$ cat config.mk
export PLATFORM = sky130hd
export DESIGN_NAME = int2float_pipe
export DESIGN_NICKNAME = d
export VERILOG_FILES = /design/src/rtl/int2float_pipe.sv
export SDC_FILE = /design/constraint.sdc
export NUM_CORES = 1
export LEC_CHECK = 0
export ABC_AREA = 1
export CAP_MARGIN = 15
export CORE_UTILIZATION = 60
export CTS_CLUSTER_DIAMETER = 100
export DETAILED_ROUTE_END_ITERATION = 12
export PLACE_DENSITY = 0.86
export SYNTH_ARGS = -nofsm -noshare
export SYNTH_HDL_FRONTEND = slang
export SYNTH_SLANG_ARGS = --single-unit
$ cat constraint.sdc
create_clock -name clk -period 5.7 [get_ports clk]
set_clock_uncertainty 0.05 [all_clocks]
set_input_delay 1.71 -clock clk [delete_from_list [all_inputs] [get_ports clk]]
set_output_delay 1.71 -clock clk [all_outputs]
set_load 0.02 [all_outputs]
$ cat src/rtl/int2float_pipe.sv
// Two-stage integer to small-float converter (man * 2^exp, no hidden bit)
// with valid/ready handshaking, optional round-half-even and overflow counting.

module int2float_pipe_chk #(
  parameter int OUT_W = 7
) (
  input  logic             clk,
  input  logic             rst_n,
  input  logic             out_valid,
  input  logic             out_ready,
  input  logic [OUT_W-1:0] out_data,
  input  logic             out_inexact,
  input  logic             out_ovf
);

  a_hold_when_stalled: assert property (@(posedge clk) disable iff (!rst_n)
    (out_valid && !out_ready) |=> (out_valid && $stable(out_data) &&
                                   $stable(out_inexact) && $stable(out_ovf)));

  a_ovf_implies_inexact: assert property (@(posedge clk) disable iff (!rst_n)
    (out_valid && out_ovf) |-> out_inexact);

endmodule

module int2float_pipe #(
  parameter int IN_W   = 11,
  parameter int EXP_W  = 3,
  parameter int MAN_W  = 4,
  parameter int SIGNED = 0,
  parameter int CNT_W  = 8
) (
  input  logic                          clk,
  input  logic                          rst_n,
  input  logic                          in_valid,
  output logic                          in_ready,
  input  logic [IN_W-1:0]               in_data,
  input  logic                          rnd_mode,
  output logic                          out_valid,
  input  logic                          out_ready,
  output logic [SIGNED+EXP_W+MAN_W-1:0] out_data,
  output logic                          out_inexact,
  output logic                          out_ovf,
  output logic [CNT_W-1:0]              ovf_cnt,
  input  logic                          cnt_clr
);

  localparam int OUT_W = SIGNED + EXP_W + MAN_W;
  localparam int IDX_W = 6;
  // Internal exponent is wide enough to hold the pre-saturation value.
  localparam int XE_W  = 8;

  localparam logic [IN_W-1:0]  ONE_IN    = {{(IN_W-1){1'b0}}, 1'b1};
  localparam logic [XE_W-1:0]  EXP_MAX   = XE_W'((2 ** EXP_W) - 1);
  localparam logic [XE_W-1:0]  MAN_SHIFT = XE_W'(MAN_W - 1);
  localparam logic [IDX_W-1:0] MAN_IDX   = IDX_W'(MAN_W);
  localparam logic [CNT_W-1:0] CNT_ONE   = {{(CNT_W-1){1'b0}}, 1'b1};

  logic              s1_valid_r;
  logic [IN_W-1:0]   s1_mag_r;
  logic              s1_sign_r;
  logic [IDX_W-1:0]  s1_lead_r;
  logic              s1_rnd_r;

  logic              s2_load_s;
  logic              s1_adv_s;
  logic              accept_s;
  logic              consume_s;

  logic [IN_W-1:0]   mag_s;
  logic              sign_s;
  logic [IDX_W-1:0]  lead_s;

  logic [XE_W-1:0]   exp_s;
  logic [IN_W-1:0]   shifted_s;
  logic [IN_W-1:0]   mask_s;
  logic [IN_W-1:0]   rem_s;
  logic [IN_W-1:0]   half_s;
  logic [MAN_W:0]    man0_s;
  logic [MAN_W:0]    man1_s;
  logic              inc_s;
  logic [XE_W-1:0]   exp_fin_s;
  logic [MAN_W-1:0]  man_fin_s;
  logic              inexact_s;
  logic              ovf_s;
  logic [OUT_W-1:0]  data_s;

  assign s2_load_s = !out_valid || out_ready;
  assign s1_adv_s  = s1_valid_r && s2_load_s;
  assign in_ready  = !s1_valid_r || s1_adv_s;
  assign accept_s  = in_valid && in_ready;
  assign consume_s = out_valid && out_ready;

  // Stage 1 combinational: magnitude and sign of the incoming word.
  always_comb begin
    sign_s = 1'b0;
    mag_s  = in_data;
    if ((SIGNED != 0) && in_data[IN_W-1]) begin
      sign_s = 1'b1;
      mag_s  = ~in_data + ONE_IN;
    end else begin
      sign_s = 1'b0;
      mag_s  = in_data;
    end
  end

  // Stage 1 combinational: index of the leading one (0 for a zero magnitude).
  always_comb begin
    lead_s = '0;
    for (int i = 0; i < IN_W; i++) begin
      lead_s = mag_s[i] ? IDX_W'(i) : lead_s;
    end
  end

  // Stage 1 register: captures each accepted word.
  always_ff @(posedge clk or negedge rst_n) begin
    if (!rst_n) begin
      s1_valid_r <= 1'b0;
      s1_mag_r   <= '0;
      s1_sign_r  <= 1'b0;
      s1_lead_r  <= '0;
      s1_rnd_r   <= 1'b0;
    end else begin
      if (in_ready) begin
        s1_valid_r <= in_valid;
      end
      if (accept_s) begin
        s1_mag_r  <= mag_s;
        s1_sign_r <= sign_s;
        s1_lead_r <= lead_s;
        s1_rnd_r  <= rnd_mode;
      end
    end
  end

  // Stage 2 combinational: shift, round, saturate and pack.
  always_comb begin
    if (s1_lead_r >= MAN_IDX) begin
      exp_s = XE_W'(s1_lead_r) - MAN_SHIFT;
    end else begin
      exp_s = '0;
    end
    shifted_s = s1_mag_r >> exp_s;
    mask_s    = ~({IN_W{1'b1}} << exp_s);
    rem_s     = s1_mag_r & mask_s;
    if (exp_s != '0) begin
      half_s = ONE_IN << (exp_s - 8'd1);
    end else begin
      half_s = '0;
    end
    man0_s = (MAN_W+1)'(shifted_s);
    inc_s  = s1_rnd_r && (exp_s != '0) &&
             ((rem_s > half_s) || ((rem_s == half_s) && shifted_s[0]));
    man1_s = man0_s + {{MAN_W{1'b0}}, inc_s};
    // A rounding carry renormalises to half-scale mantissa and bumps the exponent.
    if (man1_s[MAN_W]) begin
      man_fin_s = {1'b1, {(MAN_W-1){1'b0}}};
      exp_fin_s = exp_s + 8'd1;
    end else begin
      man_fin_s = man1_s[MAN_W-1:0];
      exp_fin_s = exp_s;
    end
    inexact_s = (rem_s != '0);
    ovf_s     = 1'b0;
    if (exp_fin_s > EXP_MAX) begin
      ovf_s     = 1'b1;
      inexact_s = 1'b1;
      exp_fin_s = EXP_MAX;
      man_fin_s = '1;
    end else begin
      ovf_s = 1'b0;
    end
    // s1_sign_r is always 0 for unsigned builds, so the cast drops nothing real.
    data_s = OUT_W'({s1_sign_r, exp_fin_s[EXP_W-1:0], man_fin_s});
  end

  // Stage 2 register: the output beat, held while the consumer stalls.
  always_ff @(posedge clk or negedge rst_n) begin
    if (!rst_n) begin
      out_valid   <= 1'b0;
      out_data    <= '0;
      out_inexact <= 1'b0;
      out_ovf     <= 1'b0;
    end else if (s2_load_s) begin
      out_valid <= s1_valid_r;
      if (s1_valid_r) begin
        out_data    <= data_s;
        out_inexact <= inexact_s;
        out_ovf     <= ovf_s;
      end
    end
  end

  // Overflow counter: counts consumed saturated beats, sticks at all-ones.
  always_ff @(posedge clk or negedge rst_n) begin
    if (!rst_n) begin
      ovf_cnt <= '0;
    end else if (cnt_clr) begin
      ovf_cnt <= '0;
    end else if (consume_s && out_ovf && (ovf_cnt != {CNT_W{1'b1}})) begin
      ovf_cnt <= ovf_cnt + CNT_ONE;
    end
  end

  int2float_pipe_chk #(
    .OUT_W(OUT_W)
  ) u_chk (
    .clk        (clk),
    .rst_n      (rst_n),
    .out_valid  (out_valid),
    .out_ready  (out_ready),
    .out_data   (out_data),
    .out_inexact(out_inexact),
    .out_ovf    (out_ovf)
  );

endmodule

==> results of run 1 <==
==> cell usage in the layout (no fill, tap or decap), types with 2 or more instances in the layout <==
cell,synthesis,routed
a211oi_1,2,2
a21oi_1,14,14
a21oi_2,2,2
a31oi_1,2,2
buf_4,1,3
clkbuf_8,0,5
clkdlybuf4s50_1,0,35
clkinv_1,2,2
dfrtp_1,35,35
ha_1,18,18
inv_1,44,44
inv_2,2,2
nand2_1,110,110
nand2_2,5,5
nand2_4,3,3
nand3_1,34,34
nand3_2,3,3
nand3_4,2,2
nand4_1,5,5
nor2_1,43,43
nor2_2,4,4
nor2_4,2,2
nor3_1,5,5
nor3b_1,2,2
nor4_1,3,3
o21ai_0,24,24
o21ai_2,2,2
o22a_1,2,2
o22ai_1,2,2
or2_2,2,2
xor2_1,3,3
==> per-layer routing <==
metal	wire length [um]	vias to the layer above	track usage
li1	-	1367	-
met1	2860	1211	0.358
met2	3100	85	0.498
met3	332	23	0.0523
met4	170	0	0.0867
met5	0	-	0
==> layout make-up <==
cell class / count / share of cell area
Sequential cell: 35 / 0.267
Clock buffer: 5 / 0.0210
Inverter: 49 / 0.0598
Clock inverter: 3 / 0.0145
Tap cell: 52 / 0.0198
Multi-Input combinational cell: 302 / 0.505
Timing Repair Buffer: 38 / 0.114
==> cells by family (layout without fill, tap and decap cells) <==
group | after synthesis | after routing | share of synthesized area
AO/OA/AOI/OAI | 55 | 55 | 0.121
adder cells (fa/ha/maj) | 18 | 18 | 0.0816
flip-flops | 35 | 35 | 0.317
XOR/XNOR | 3 | 3 | 0.00952
buffers and inverters | 54 | 95 | 0.0825
AND/OR/NAND/NOR | 226 | 226 | 0.389
==> synthesized netlist by cell type, types with 2 or more instances <==
master,count
o21ai_0,24
nand2_2,5
o22ai_1,2
a21oi_2,2
nor2_4,2
nand3_2,3
nor2_1,43
a211oi_1,2
nor4_1,3
nor3b_1,2
a21oi_1,14
inv_1,44
nor3_1,5
or2_2,2
nand2_1,110
nor2_2,4
xor2_1,3
nand3_1,34
clkinv_1,2
nand3_4,2
inv_2,2
o22a_1,2
a31oi_1,2
ha_1,18
dfrtp_1,35
o21ai_2,2
nand2_4,3
nand4_1,5
clkbuf_1,2
==> worst register-to-register path: cells and delay by family (launching register included) <==
family | cells | cell delay [ns]
AOI/OAI and AO/OA | 4 | 0.51
and+or+nand+nor | 17 | 1.81
buffers and inverters | 3 | 0.22
DFF | 1 | 0.43
adders and majority gates | 4 | 1.17
==> sequential cells by signal, summed over array words and instances (netlist names) <==
name	cells
out_data	7
s1_mag_r	11
s1_lead_r	4
out_inexact	1
out_ovf	1
out_valid	1
s1_valid_r	1
ovf_cnt	8
s1_rnd_r	1
==> worst paths after layout <==
check	from	to	slack (ns)	depth (start not counted)
hold / removal	s1_mag_r[4]	s1_mag_r[4]	0.44	2
setup reg to reg	s1_lead_r[0]	out_data[5]	1.45	28
setup / recovery	out_ready	in_ready	0.95	4
hold reg to reg	s1_mag_r[4]	s1_mag_r[4]	0.44	2
min in group asynchronous	rst_n	out_data[2]	1.76	2
max in group asynchronous	rst_n	out_data[3]	3.53	2
==> report_power, final <==
part           switching [uW]  internal [uW]
clock network             105            133
logic                     415            252
registers                33.6            297
==> through the flow <==
step           cell area [um2]  cells  hold slack, ns  setup slack (ns)
4_1_cts                   3280    484           0.444             0.957
3_5_place_dp              3170    476           0.424             0.958
6_report                  3280    484           0.439             0.955
2_1_floorplan             2760    391           0.400              1.98
5_1_grt                   3280    484           0.484             0.891
3_3_place_gp              3170    476           0.417              1.01
==> flow_summary.yaml, run 1 <==
global_route:
  grt_antenna_before_repair: 0
  grt_usage: 0.286
  grt_max_degree: 36
  grt_pass1_vias: 2571
  gr-total-overflow: 0
  grt_pass1_wl_um: 11200
clocking:
  cts.repair.resized: 0
  root_buffer: "clkbuf_8"
  clkSinkCount: 35
  cts_hold_buf: 0
  tritoncts: "built"
  clk_path_buf_depth: 2
  post_cts_buffers: 0
  cts_buffers: 5
  clk_latency_ns: 0.30
  htree_num_levels: 2
  cts.clk_slew.worst_paths_ns: 0.08
setup_path:
  worstPathRequired_ns: 3.94
  cpLargestDelayFamily: "buffers and inverters"
  crit_chain: "clkdlybuf4s50_1 -> inv_1 -> nand3_1 -> clkdlybuf4s50_1"
  critPathLaunchType: "input port"
  critPathCaptureType: "primary output"
  path_max_fanout: 3
  crit_path_max_incr_delay_ns: 0.62
  cp_data_arrival_time_ns: 2.99
  worstSetupPathType: "in -> out"
  crit_path_frequent_cell: "clkdlybuf4s50_1"
  critPathSlowestCell: "clkdlybuf4s50_1"
  path_buf_inv: 3
cells_and_area:
  final_nets: 466
  fillers: 361
  area_growth_pct: 18.9
  regArea_um2: 876
  utilization: 0.749
  diodes: 0
  multi_input_area_um2: 1660
  drive_gt1_frac: 0.0995
die:
  rows: 24
  dieArea_um2: 4880
  dieHeight_um: 69.8
  dieWidth_um: 69.8
  coreArea_um2: 4380
  num_io_pins: 36
  start_util: 0.630
worst_hold_path:
  hold_path.class: "reg -> reg"
sta:
  setup_viol: 0
  rsz0062_at_grt: "no"
  fin_crit_ns: 4.75
  tns_ns: 0
  finalCritPeriodShare: 0.832
  slew_headroom: 0.573
  worst_pin_slew_ns: 0.639
  fmax_mhz: 211
  finalHoldViolCount: 0
  maxSlewViolCount: 0
synthesis:
  yosys_warnings: 0
  syn_nets: 426
  syn_area_per_cell_um2: 7.06
  ys_top_cells_by_area: "dfrtp_1 (32%), nand2_1 (15%), ha_1 (8.2%)"
  synth_top_cell_by_area: "dfrtp_1"
  ys.flop_type: "dfrtp_1"
  ys_types: 41
  synth_edf_count: 0
  ys_seq_area_frac: 0.317
  syn-cell-area_um2: 2760
  synth_cells: 391
  yosys_register_bits: 35
  async_flop_share: 1.00
  netlist.area_leader.share: 0.317
pwr:
  fin_total_pwr_uw: 1240
  power_density_nw_per_um2: 376
  leakage_uw: 0.00161
  peakVddDrop_mv: 0.198
placement:
  dp_hpwl_um: 4990
  place.gp.congestion: 0.987
  io_buffers: 35
job:
  maxCapViolations: 0
routing:
  drtIter0Drc: 160
  viasPerCell: 5.55
  wl_um: 6460
  dr.pass1.iters: 4
  wl_per_cell_um: 13.4
  ant_nets: 0
  drc: 0
  route.vias.total: 2686
run_status:
  status: "complete, no violations"
No activity file was read; power rests on OpenSTA's default activity.
==> inputs of run 2 (changes only) <==
--- a/config.mk
+++ b/config.mk
@@ -7,10 +7,10 @@
 export LEC_CHECK = 0
 export ABC_AREA = 1
 export CAP_MARGIN = 15
-export CORE_UTILIZATION = 60
+export CORE_UTILIZATION = 51
 export CTS_CLUSTER_DIAMETER = 100
 export DETAILED_ROUTE_END_ITERATION = 12
-export PLACE_DENSITY = 0.86
+export PLACE_DENSITY = 0.78
 export SYNTH_ARGS = -nofsm -noshare
 export SYNTH_HDL_FRONTEND = slang
 export SYNTH_SLANG_ARGS = --single-unit
==> constraint.sdc (replaced) <==
create_clock -name clk -period 3.9 [get_ports clk]
set_clock_uncertainty 0.05 [all_clocks]
set_input_delay 1.17 -clock clk [delete_from_list [all_inputs] [get_ports clk]]
set_output_delay 1.17 -clock clk [all_outputs]
set_load 0.02 [all_outputs]
==> run 2 against run 1 <==
Against the previous run:
- clock-buffer cell count increased by 1
- clock power increased by 19%
- sequential share of layout area decreased by 2.6 points
- final area increased by 11%
- power increased by 60%
- via count increased by 4.4%
- critical path type is now reg -> reg
- critical endpoint is now out_inexact
- highest routed layer unchanged
==> flow_summary.yaml, run 2 (same netlist as run 1, synthesis figures left out) <==
cells_and_area:
  area_growth_pct: 31.7
  largest_reg_flops: 11
  regMostFlops: "s1_mag_r"
  final_nets: 491
  utilization: 0.703
  final_cell_area_um2: 3640
  layout_commonest_cell: "nand2_1"
  fillers: 432
  drive_gt1_frac: 0.212
  reg_top3: "s1_mag_r: 11 flops, ovf_cnt: 8 flops, out_data: 7 flops"
  diodes: 0
  final_cell_mix: "nand2_1 (105), inv_1 (42), clkdlybuf4s50_1 (35), nor2_1 (34), dfrtp_1 (34)"
die:
  coreArea_um2: 5170
  num_io_pins: 36
  start_util: 0.534
  dieWidth_um: 75.6
  dieHeight_um: 75.6
  rows: 26
  dieArea_um2: 5710
clocking:
  clk_path_buf_depth: 2
  cts_buffers: 5
  cts_hold_buf: 0
  cts.clk_slew.worst_paths_ns: 0.08
  htree_num_levels: 2
  clk_latency_ns: 0.29
  clkSinkCount: 35
  root_buffer: "clkbuf_8"
  tritoncts: "built"
setup_path:
  r2r_setup_slack_ns: 0.02
  crit_path_max_incr_delay_ns: 0.41
  worstPathRequired_ns: 4.04
  cpLargestDelayFamily: "simple AND/OR/NAND/NOR gates"
  path_max_fanout: 5
  critPathCaptureType: "register"
  critPathLaunchType: "register"
  worstSetupPathType: "reg -> reg"
  cp_data_arrival_time_ns: 4.02
  crit_chain: "buf_4 -> inv_1 -> o21ai_2 -> ha_1 -> inv_1 -> nor2_2 -> buf_4 -> nand3_1 -> ha_1 -> nand2_1 -> nor4_1 -> buf_4 -> nor3b_2 -> nor2_1 -> ha_2 -> ha_4 -> nand4_4 -> nand3_4 -> nand2_4 -> o21bai_1 -> inv_1"
  critPathSlowestCell: "dfrtp_1"
  path_buf_inv: 6
sta:
  setup_viol: 0
  rsz0062_at_grt: "yes"
  finalCritPeriodShare: 0.995
  tns_ns: 0
  worst_pin_slew_ns: 0.442
  slew_headroom: 0.705
  fmax_mhz: 258
  finalHoldViolCount: 0
  maxSlewViolCount: 0
  fin_crit_ns: 3.88
placement:
  dp_hpwl_um: 5430
  place.gp.congestion: 0.948
  dpl-instance-area_um2: 3320
  io_buffers: 35
global_route:
  grt_pass1_vias: 2504
  grt_max_degree: 36
  grt_usage: 0.258
  grt_antenna_before_repair: 0
  grt_pass1_wl_um: 11000
  gr-total-overflow: 0
routing:
  route.vias.total: 2803
  ant_nets: 0
  wl_um: 6960
  drc: 0
  wl_per_cell_um: 13.2
  drtIter0Drc: 166
  viasPerCell: 5.32
  dr.pass1.iters: 4
pwr:
  peakVddDrop_mv: 0.250
  combPwrFrac: 0.611
  p_clk_frac: 0.144
  power.switching_uw: 890
  pwr-share-seq: 0.245
  p_int_uw: 1090
  p_sw_frac: 0.450
  leakage_uw: 0.00173
  power_density_nw_per_um2: 543
  fin_total_pwr_uw: 1980
run_status:
  status: "complete, no violations"
job:
  maxCapViolations: 0
worst_hold_path:
  hold_path.class: "reg -> reg"
[run 2: cell count changes in the layout (fill, tap and decap cells not counted), moves of 5 or more]
cell / previous run / this run
ha_1: 18 / 13
buf_4: 3 / 28
nor2_4: 2 / 7
nand2_1: 110 / 105
nor2_1: 43 / 34
[run 2: timing repair]
action / in CTS / in global routing
resized for setup: 5 / 33
setup endpoints to repair: 9 / 9
pin swaps: 0 / 21
buffers inserted: 0 / 8
[run 2: worst paths after layout]
| check | startpoint | to | cells past startpoint |
|---|---|---|---|
| worst min-delay path | s1_mag_r[3] | s1_mag_r[3] | 2 |
| worst min register to register | s1_mag_r[3] | s1_mag_r[3] | 2 |
| min in group asynchronous | rst_n | ovf_cnt[5] | 2 |
| max in group asynchronous | rst_n | s1_lead_r[2] | 2 |
| worst max register to register | s1_lead_r[0] | out_inexact | 21 |
| worst max-delay path | s1_lead_r[0] | out_inexact | 21 |
[run 2: power by group through the flow]
stage / clock network [uW] / registers (uW) / logic (uW)
after floorplan: 0 / 542 / 640
after global placement: 0 / 488 / 1020
after detailed placement: 0 / 490 / 1040
after CTS: 291 / 485 / 1060
after global routing: 307 / 495 / 1330
final: 284 / 485 / 1210
[run 2: per-layer routing]
| metal | part of all wire | wire length (um) | track usage |
|---|---|---|---|
| met5 | 0 | 0 | 0 |
| met4 | 0.017 | 118 | 0.0802 |
| met3 | 0.045 | 311 | 0.0437 |
| met2 | 0.49 | 3440 | 0.454 |
| met1 | 0.44 | 3080 | 0.322 |
[run 2: stage by stage]
step | std cells | hold WS, ns | setup slack, ns
detailed placement | 511 | 0.424 | -0.154
CTS | 519 | 0.442 | 0.00989
global route | 527 | 0.487 | -0.243
finish | 527 | 0.439 | 0.0182
floorplan | 391 | 0.400 | 0.177
global placement | 511 | 0.416 | 0.00204
[run 2: layout make-up]
| cell class | instances | area [um2] | share of cell area |
|---|---|---|---|
| clock buffer | 6 | 82.6 | 0.0227 |
| sequential | 35 | 877 | 0.241 |
| multi-input combinational | 302 | 1820 | 0.499 |
| timing repair buffer | 63 | 561 | 0.154 |
| clock inverter | 2 | 16.3 | 0.00447 |
| inverter | 49 | 196 | 0.0540 |
| tap | 70 | 87.6 | 0.0241 |
[run 2: worst min-delay path: cells and delay by family, from the launching register on]
kind	cells	cell delay [ns]
AND/OR/NAND/NOR	1	0.05
AO/OA/AOI/OAI	1	0.06
flip-flops	1	0.35
==> inputs of run 3 (changes only) <==
--- a/config.mk
+++ b/config.mk
@@ -10,6 +10,7 @@
 export CORE_UTILIZATION = 51
 export CTS_CLUSTER_DIAMETER = 100
 export DETAILED_ROUTE_END_ITERATION = 12
+export HOLD_SLACK_MARGIN = 0.1
 export PLACE_DENSITY = 0.78
 export SYNTH_ARGS = -nofsm -noshare
 export SYNTH_HDL_FRONTEND = slang
==> results of run 3 <==
Same layout as run 2: the final DEF is identical, and so are final timing and power.
